`config.mk`:
```
export PLATFORM = sky130hd
export DESIGN_NAME = cb_mem_bank_cfg_ctrl
export DESIGN_NICKNAME = d
export VERILOG_FILES = /design/src/rtl/cb_mem_bank_cfg_ctrl.sv
export SDC_FILE = /design/constraint.sdc
export NUM_CORES = 1
export LEC_CHECK = 0
export ABC_AREA = 1
export CORE_ASPECT_RATIO = 0.7
export CORE_MARGIN = 2
export CORE_UTILIZATION = 40
export DETAILED_ROUTE_END_ITERATION = 8
export GPL_TIMING_DRIVEN = 0
export PLACE_DENSITY = 0.68
export SKIP_CTS_REPAIR_TIMING = 1
export SYNTH_ARGS = -nofsm -noshare
export SYNTH_HDL_FRONTEND = slang
export SYNTH_SLANG_ARGS = --single-unit
```
`constraint.sdc`:
```
create_clock -name prog_clk -period 1.35 [get_ports prog_clk]
set_input_delay 0.27 -clock prog_clk [delete_from_list [all_inputs] [get_ports prog_clk]]
set_output_delay 0.27 -clock prog_clk [all_outputs]
set_load 0.02 [all_outputs]
```
`src/rtl/cb_mem_bank_cfg_ctrl.sv`:
```
// ---------------------------------------------------------------------------
// cb_mem_bank_cfg_ctrl
//
// Programming-side controller for a connection block's flat configuration
// memory. It takes a serial bitstream over a valid/ready handshake and writes
// the cells in ascending order. For each cell it first drives the bit line,
// then pulses the word line, then holds the bit line for one more cycle.
//
// Parameters
//   NUM_BITS  number of memory cells (bl/wl pairs) in the target block
//   WL_PULSE  word-line high time in prog_clk cycles (1..15)
//   CNT_W     width of cfg_bit_count / cell address (2**CNT_W > NUM_BITS)
//
// Ports
//   prog_clk       programming clock, the only clock
//   prog_reset_n   asynchronous active-low reset
//   cfg_start      single-cycle request to begin a programming pass
//   cfg_data_in    configuration bit, qualified by cfg_valid
//   cfg_valid      upstream bit valid
//   cfg_ready      controller accepts a bit this cycle
//   bl             bit lines; at most the addressed one is non-zero
//   wl             word lines; at most one is high at any time
//   cfg_busy       a programming pass is in progress
//   cfg_done       all NUM_BITS cells have been written
//   cfg_error      sticky: a bit was offered after the pass completed
//   cfg_bit_count  number of cells committed in the current pass
// ---------------------------------------------------------------------------
module cb_mem_bank_cfg_ctrl #(
  parameter int NUM_BITS = 66,
  parameter int WL_PULSE = 1,
  parameter int CNT_W    = 7
) (
  input  logic                prog_clk,
  input  logic                prog_reset_n,
  input  logic                cfg_start,
  input  logic                cfg_data_in,
  input  logic                cfg_valid,
  output logic                cfg_ready,
  output logic [0:NUM_BITS-1] bl,
  output logic [0:NUM_BITS-1] wl,
  output logic                cfg_busy,
  output logic                cfg_done,
  output logic                cfg_error,
  output logic [CNT_W-1:0]    cfg_bit_count
);

  typedef enum logic [2:0] {
    IDLE  = 3'd0,
    LOAD  = 3'd1,
    SETUP = 3'd2,
    PULSE = 3'd3,
    HOLD  = 3'd4,
    DONE  = 3'd5
  } state_e;

  // Four bits cover the full legal WL_PULSE range of 1..15.
  localparam int                PCNT_W     = 4;
  localparam logic [CNT_W-1:0]  LAST_ADDR  = CNT_W'(NUM_BITS - 1);
  localparam logic [PCNT_W-1:0] PULSE_LOAD = PCNT_W'(WL_PULSE - 1);

  state_e              state_q, state_d;
  logic [CNT_W-1:0]    addr_q, addr_d;
  logic [PCNT_W-1:0]   pcnt_q, pcnt_d;
  logic [0:NUM_BITS-1] bl_q, bl_d;
  logic [0:NUM_BITS-1] wl_q, wl_d;
  logic                ready_q, ready_d;
  logic                busy_q, busy_d;
  logic                done_q, done_d;
  logic                error_q, error_d;
  logic [CNT_W-1:0]    count_q, count_d;

  // Next-state and next-output logic. Every output is computed here together
  // with the state it belongs to, so each one comes straight from a flop
  // (cfg_ready in particular is the registered decode of "next state is LOAD").
  always_comb begin
    state_d = state_q;
    addr_d  = addr_q;
    pcnt_d  = pcnt_q;
    bl_d    = bl_q;
    wl_d    = wl_q;
    ready_d = ready_q;
    busy_d  = busy_q;
    done_d  = done_q;
    error_d = error_q;
    count_d = count_q;

    unique case (state_q)
      IDLE: begin
        if (cfg_start) begin
          state_d = LOAD;
          addr_d  = '0;
          count_d = '0;
          error_d = 1'b0;
          ready_d = 1'b1;
          busy_d  = 1'b1;
        end
      end

      LOAD: begin
        if (cfg_valid && ready_q) begin
          // Only the addressed bit line may carry the captured value.
          bl_d         = '0;
          bl_d[addr_q] = cfg_data_in;
          ready_d      = 1'b0;
          state_d      = SETUP;
        end
      end

      SETUP: begin
        // Bit line has been stable for one cycle; raise the word line next.
        wl_d         = '0;
        wl_d[addr_q] = 1'b1;
        pcnt_d       = PULSE_LOAD;
        state_d      = PULSE;
      end

      PULSE: begin
        if (pcnt_q == '0) begin
          wl_d    = '0;
          state_d = HOLD;
        end else begin
          pcnt_d = pcnt_q - PCNT_W'(1);
        end
      end

      HOLD: begin
        // Bit line was held through this cycle after wl fell; release it now.
        bl_d    = '0;
        count_d = count_q + CNT_W'(1);
        if (addr_q == LAST_ADDR) begin
          state_d = DONE;
          busy_d  = 1'b0;
          done_d  = 1'b1;
        end else begin
          addr_d  = addr_q + CNT_W'(1);
          ready_d = 1'b1;
          state_d = LOAD;
        end
      end

      DONE: begin
        // A restart takes priority over flagging an over-supplied bit.
        if (cfg_start) begin
          state_d = LOAD;
          addr_d  = '0;
          count_d = '0;
          error_d = 1'b0;
          done_d  = 1'b0;
          busy_d  = 1'b1;
          ready_d = 1'b1;
        end else if (cfg_valid) begin
          error_d = 1'b1;
        end
      end

      default: begin
        state_d = IDLE;
        addr_d  = '0;
        pcnt_d  = '0;
        bl_d    = '0;
        wl_d    = '0;
        ready_d = 1'b0;
        busy_d  = 1'b0;
        done_d  = 1'b0;
        error_d = 1'b0;
        count_d = '0;
      end
    endcase
  end

  // State and output registers. Reset clears everything at once, which also
  // drops an active word line mid-pulse.
  always_ff @(posedge prog_clk or negedge prog_reset_n) begin
    if (!prog_reset_n) begin
      state_q <= IDLE;
      addr_q  <= '0;
      pcnt_q  <= '0;
      bl_q    <= '0;
      wl_q    <= '0;
      ready_q <= 1'b0;
      busy_q  <= 1'b0;
      done_q  <= 1'b0;
      error_q <= 1'b0;
      count_q <= '0;
    end else begin
      state_q <= state_d;
      addr_q  <= addr_d;
      pcnt_q  <= pcnt_d;
      bl_q    <= bl_d;
      wl_q    <= wl_d;
      ready_q <= ready_d;
      busy_q  <= busy_d;
      done_q  <= done_d;
      error_q <= error_d;
      count_q <= count_d;
    end
  end

  assign cfg_ready     = ready_q;
  assign bl            = bl_q;
  assign wl            = wl_q;
  assign cfg_busy      = busy_q;
  assign cfg_done      = done_q;
  assign cfg_error     = error_q;
  assign cfg_bit_count = count_q;

endmodule

```
==> qor.csv <==
stage;metric;value;unit
global_route;first-pass GRT wire length;33.5;mm
floorplan;FP Rows;40;
synthesis;Ys Warns;0;
critical_path;Setup crit start kind;flip-flop;
power_and_ir_drop;Net Switching;8.74;mW
clock_network;H-Tree Depth;4;
synthesis;Distinct cells, synth;33;
power_and_ir_drop;Pint;14.1;mW
timing;clk_skew;0.0105;ns
synthesis;Synth Flop Type;dfrtp_1;
clock_network;Root Buffer;clkbuf_16;
synthesis;Yosys top cell by area;dfrtp_1;
finish;final core occ;0.699;
critical_path;worst-path fanout max;7;
power_and_ir_drop;Logic pwr share;0.539;
timing;final hold viol count;46;
timing;final period utilization;1.27;
floorplan;Die W;163;um
finish;Layout area overhead;70.1;%
finish;multi-input logic area;3770;um^2
placement;HPWL after DPL;14.6;mm
flow_run;max-cap viol count;0;
drt;DR vias/cell;5.38;
finish;most frequent cells in the layout;nand2_1, dfrtp_1, nand2_2;
synthesis;Gate Count Post-Synth;835;
finish;Cell Count, Final, Fillers Out;1330;
clock_network;clock slew at reported path FFs;0.07;ns
finish;leading cell type in the layout, fill and taps excluded;nand2_1;
critical_path;critical path endpoint category;flip-flop;
global_route;Tot GR Track Use;0.233;
status;failing checks;negative hold slack, negative setup slack;
clock_network;CTS Buf Count;17;
floorplan;total die area;18800;um^2
synthesis;post-synthesis sequential area ratio;0.553;
timing;FMAX;584;MHz
finish;Layout Nets;1096;
floorplan;initial core utilization;0.411;
drt;DRT antenna net count;0;
global_route;largest net degree at the start of global routing;112;
clock_network;CTS sink count;157;
drt;Routed WL per cell;19.8;um
min_path;Worst Hold Class;in2async;
placement;Placed Cells;1214;
timing;hold slack;-0.282;ns
critical_path;worst path required time;1.71;ns
placement;gp weighted congestion;0.893;
drt;First DRT Iteration DRCs;638;
synthesis;Post-Syn Area per Cell;8.50;um^2
clock_network;clock buffer depth;2;
drt;Initial DRT Pass Iterations;5;
power_and_ir_drop;Sw Ratio;0.383;
critical_path;WS Path Type;reg2reg;
global_route;final global-route overflow total;0;
power_and_ir_drop;PD cells;1890;nW/um^2
finish;n_diodes;0;
floorplan;num ports;148;
global_route;vias in the first global route;6148;
drt;DRC;0;
timing;post-route setup slack;-0.364;ns
drt;vias;7162;
power_and_ir_drop;leakage;7.40;nW
finish;register area;3940;um^2
synthesis;Synthesized Nets;845;
finish;ratio of cells with drive above 1 in the final layout;0.434;
synthesis;synth top area cells;dfrtp_1, nand2_1, nand3_1;
status;status;finished, violations left;
power_and_ir_drop;clock power share;0.237;
power_and_ir_drop;VDD IR-drop max;0.000900;V
timing;fin crit period;1.71;ns
timing;Slew headroom;0.608;
placement;port bufs;147;
finish;fillers;1259;
timing;Setup Viol. Count Final;154;
clock_network;CTS tree;done;
clock_network;later-pin clock latency in the skew report;0.44;ns
timing;Pins Over Slew Limit;0;
timing;worst slew pin tran;0.588;ns
power_and_ir_drop;sequential share of power;0.224;
global_route;initial antenna violation count;0;
timing;RSZ-0062 raised after global routing;true;
synthesis;EDFF count, synth;0;
synthesis;synthesized area;7100;um^2
synthesis;share of the synthesized area in the top cell type;0.553;
floorplan;Die Height;115;um
critical_path;Critical Path AT;2.07;ns
timing;TNS Setup;-33.46;ns
synthesis;FFs w/ async S/R, synth;1.00;
synthesis;post-synthesis register bit count;157;
drt;Post-Route WL;26.3;mm
floorplan;core box area;17300;um^2
[stage by stage]
| stage | instance area [um^2] | power, mW | worst slack [ns] | hold slack (ns) |
|---|---|---|---|---|
| 5_1_grt | 12100 | 23.5 | -0.434 | -0.261 |
| 2_1_floorplan | 7110 | 8.70 | -0.0131 | -0.0256 |
| 6_report | 12100 | 22.8 | -0.364 | -0.282 |
| 3_3_place_gp | 8870 | 10.3 | -7.04 | 0.456 |
| 3_5_place_dp | 8900 | 10.3 | -0.655 | 0.188 |
| 4_1_cts | 9560 | 15.7 | -0.659 | -0.267 |
[cell usage after synthesis (2+ instances only)]
library cell and n:
buf_6 13, o21ai_1 44, nand2_1 312, a21oi_1 3, inv_2 4, buf_2 13, inv_4 2, buf_4 6
nand4_1 20, o31ai_1 12, dfrtp_1 157, nand3_1 96, or2_2 2, nor2_2 4, clkbuf_1 12, ha_1 5
inv_1 36, nor3_4 2, o21ai_0 16, nor2_4 2, nor2_1 55, xor2_1 3, nand2_2 5, o21ai_2 2
[layout make-up]
type | count | share of cell area
sequential | 157 | 0.326
timing repair buffer | 230 | 0.219
tap | 231 | 0.0239
inverter | 42 | 0.0188
clock buffer | 18 | 0.0364
clock inverter | 14 | 0.0178
buffer | 44 | 0.0455
multi-input combinational | 594 | 0.312
[flip-flops by register name, indices dropped and copies added (netlist names)]
signal and flops:
cfg_busy 1, cfg_ready 1, cfg_bit_count 7, cfg_error 1
cfg_done 1, bl 66, wl 66, addr_q 7
state_q 3, pcnt_q 4
[metal layers]
layer  global-route usage  wire length [um]  vias up
met1                0.353             11200     3534
met3               0.0569              2630       37
met2                0.334             12000      357
met5                    0                 0        -
li1                     -                 -     3234
met4               0.0584               408        0
[final timing paths]
kind                       cells after the start  slack, ns          from        end
max                                           11      -0.36    state_q[0]     bl[15]
min                                            1      -0.28  prog_reset_n     bl[18]
max reg2reg                                   11      -0.36    state_q[0]     bl[15]
min reg2reg                                    2       0.48        wl[45]     wl[45]
max in group asynchronous                      2       0.71  prog_reset_n  cfg_ready
min in group prog_clk                          2       0.48        wl[45]     wl[45]
[logic make-up (layout without fill, tap and decap cells)]
family,after synthesis,in the layout,synth area share
xor gates and xnor gates,3,3,0.00370
AOI/OAI and AO/OA,82,82,0.0657
DFF,157,157,0.553
adders and majority gates,5,5,0.00881
buffers and inverters,86,348,0.0654
and+or+nand+nor,502,504,0.303
[worst max-delay path, cell delays in order (launching register included)]
cell,delay (ns)
dfrtp_1,0.38
buf_6,0.15
buf_12,0.13
nor2_4,0.11
nand2_2,0.09
nand2_4,0.12
clkinv_8,0.10
nand2_8,0.13
buf_12,0.15
buf_8,0.13
nand2_1,0.05
o21ai_1,0.08
[power by group through the flow]
stage                     clock [mW]  combinational, mW  sequential [mW]
after global routing            5.65               12.8             5.12
after detailed placement           0               5.15             5.15
final                           5.41               12.3             5.10
after floorplan                    0               3.42             5.28
after CTS                       5.39               5.22             5.07
after global placement             0               5.11             5.15
No activity file was read; power rests on OpenSTA's default activity.
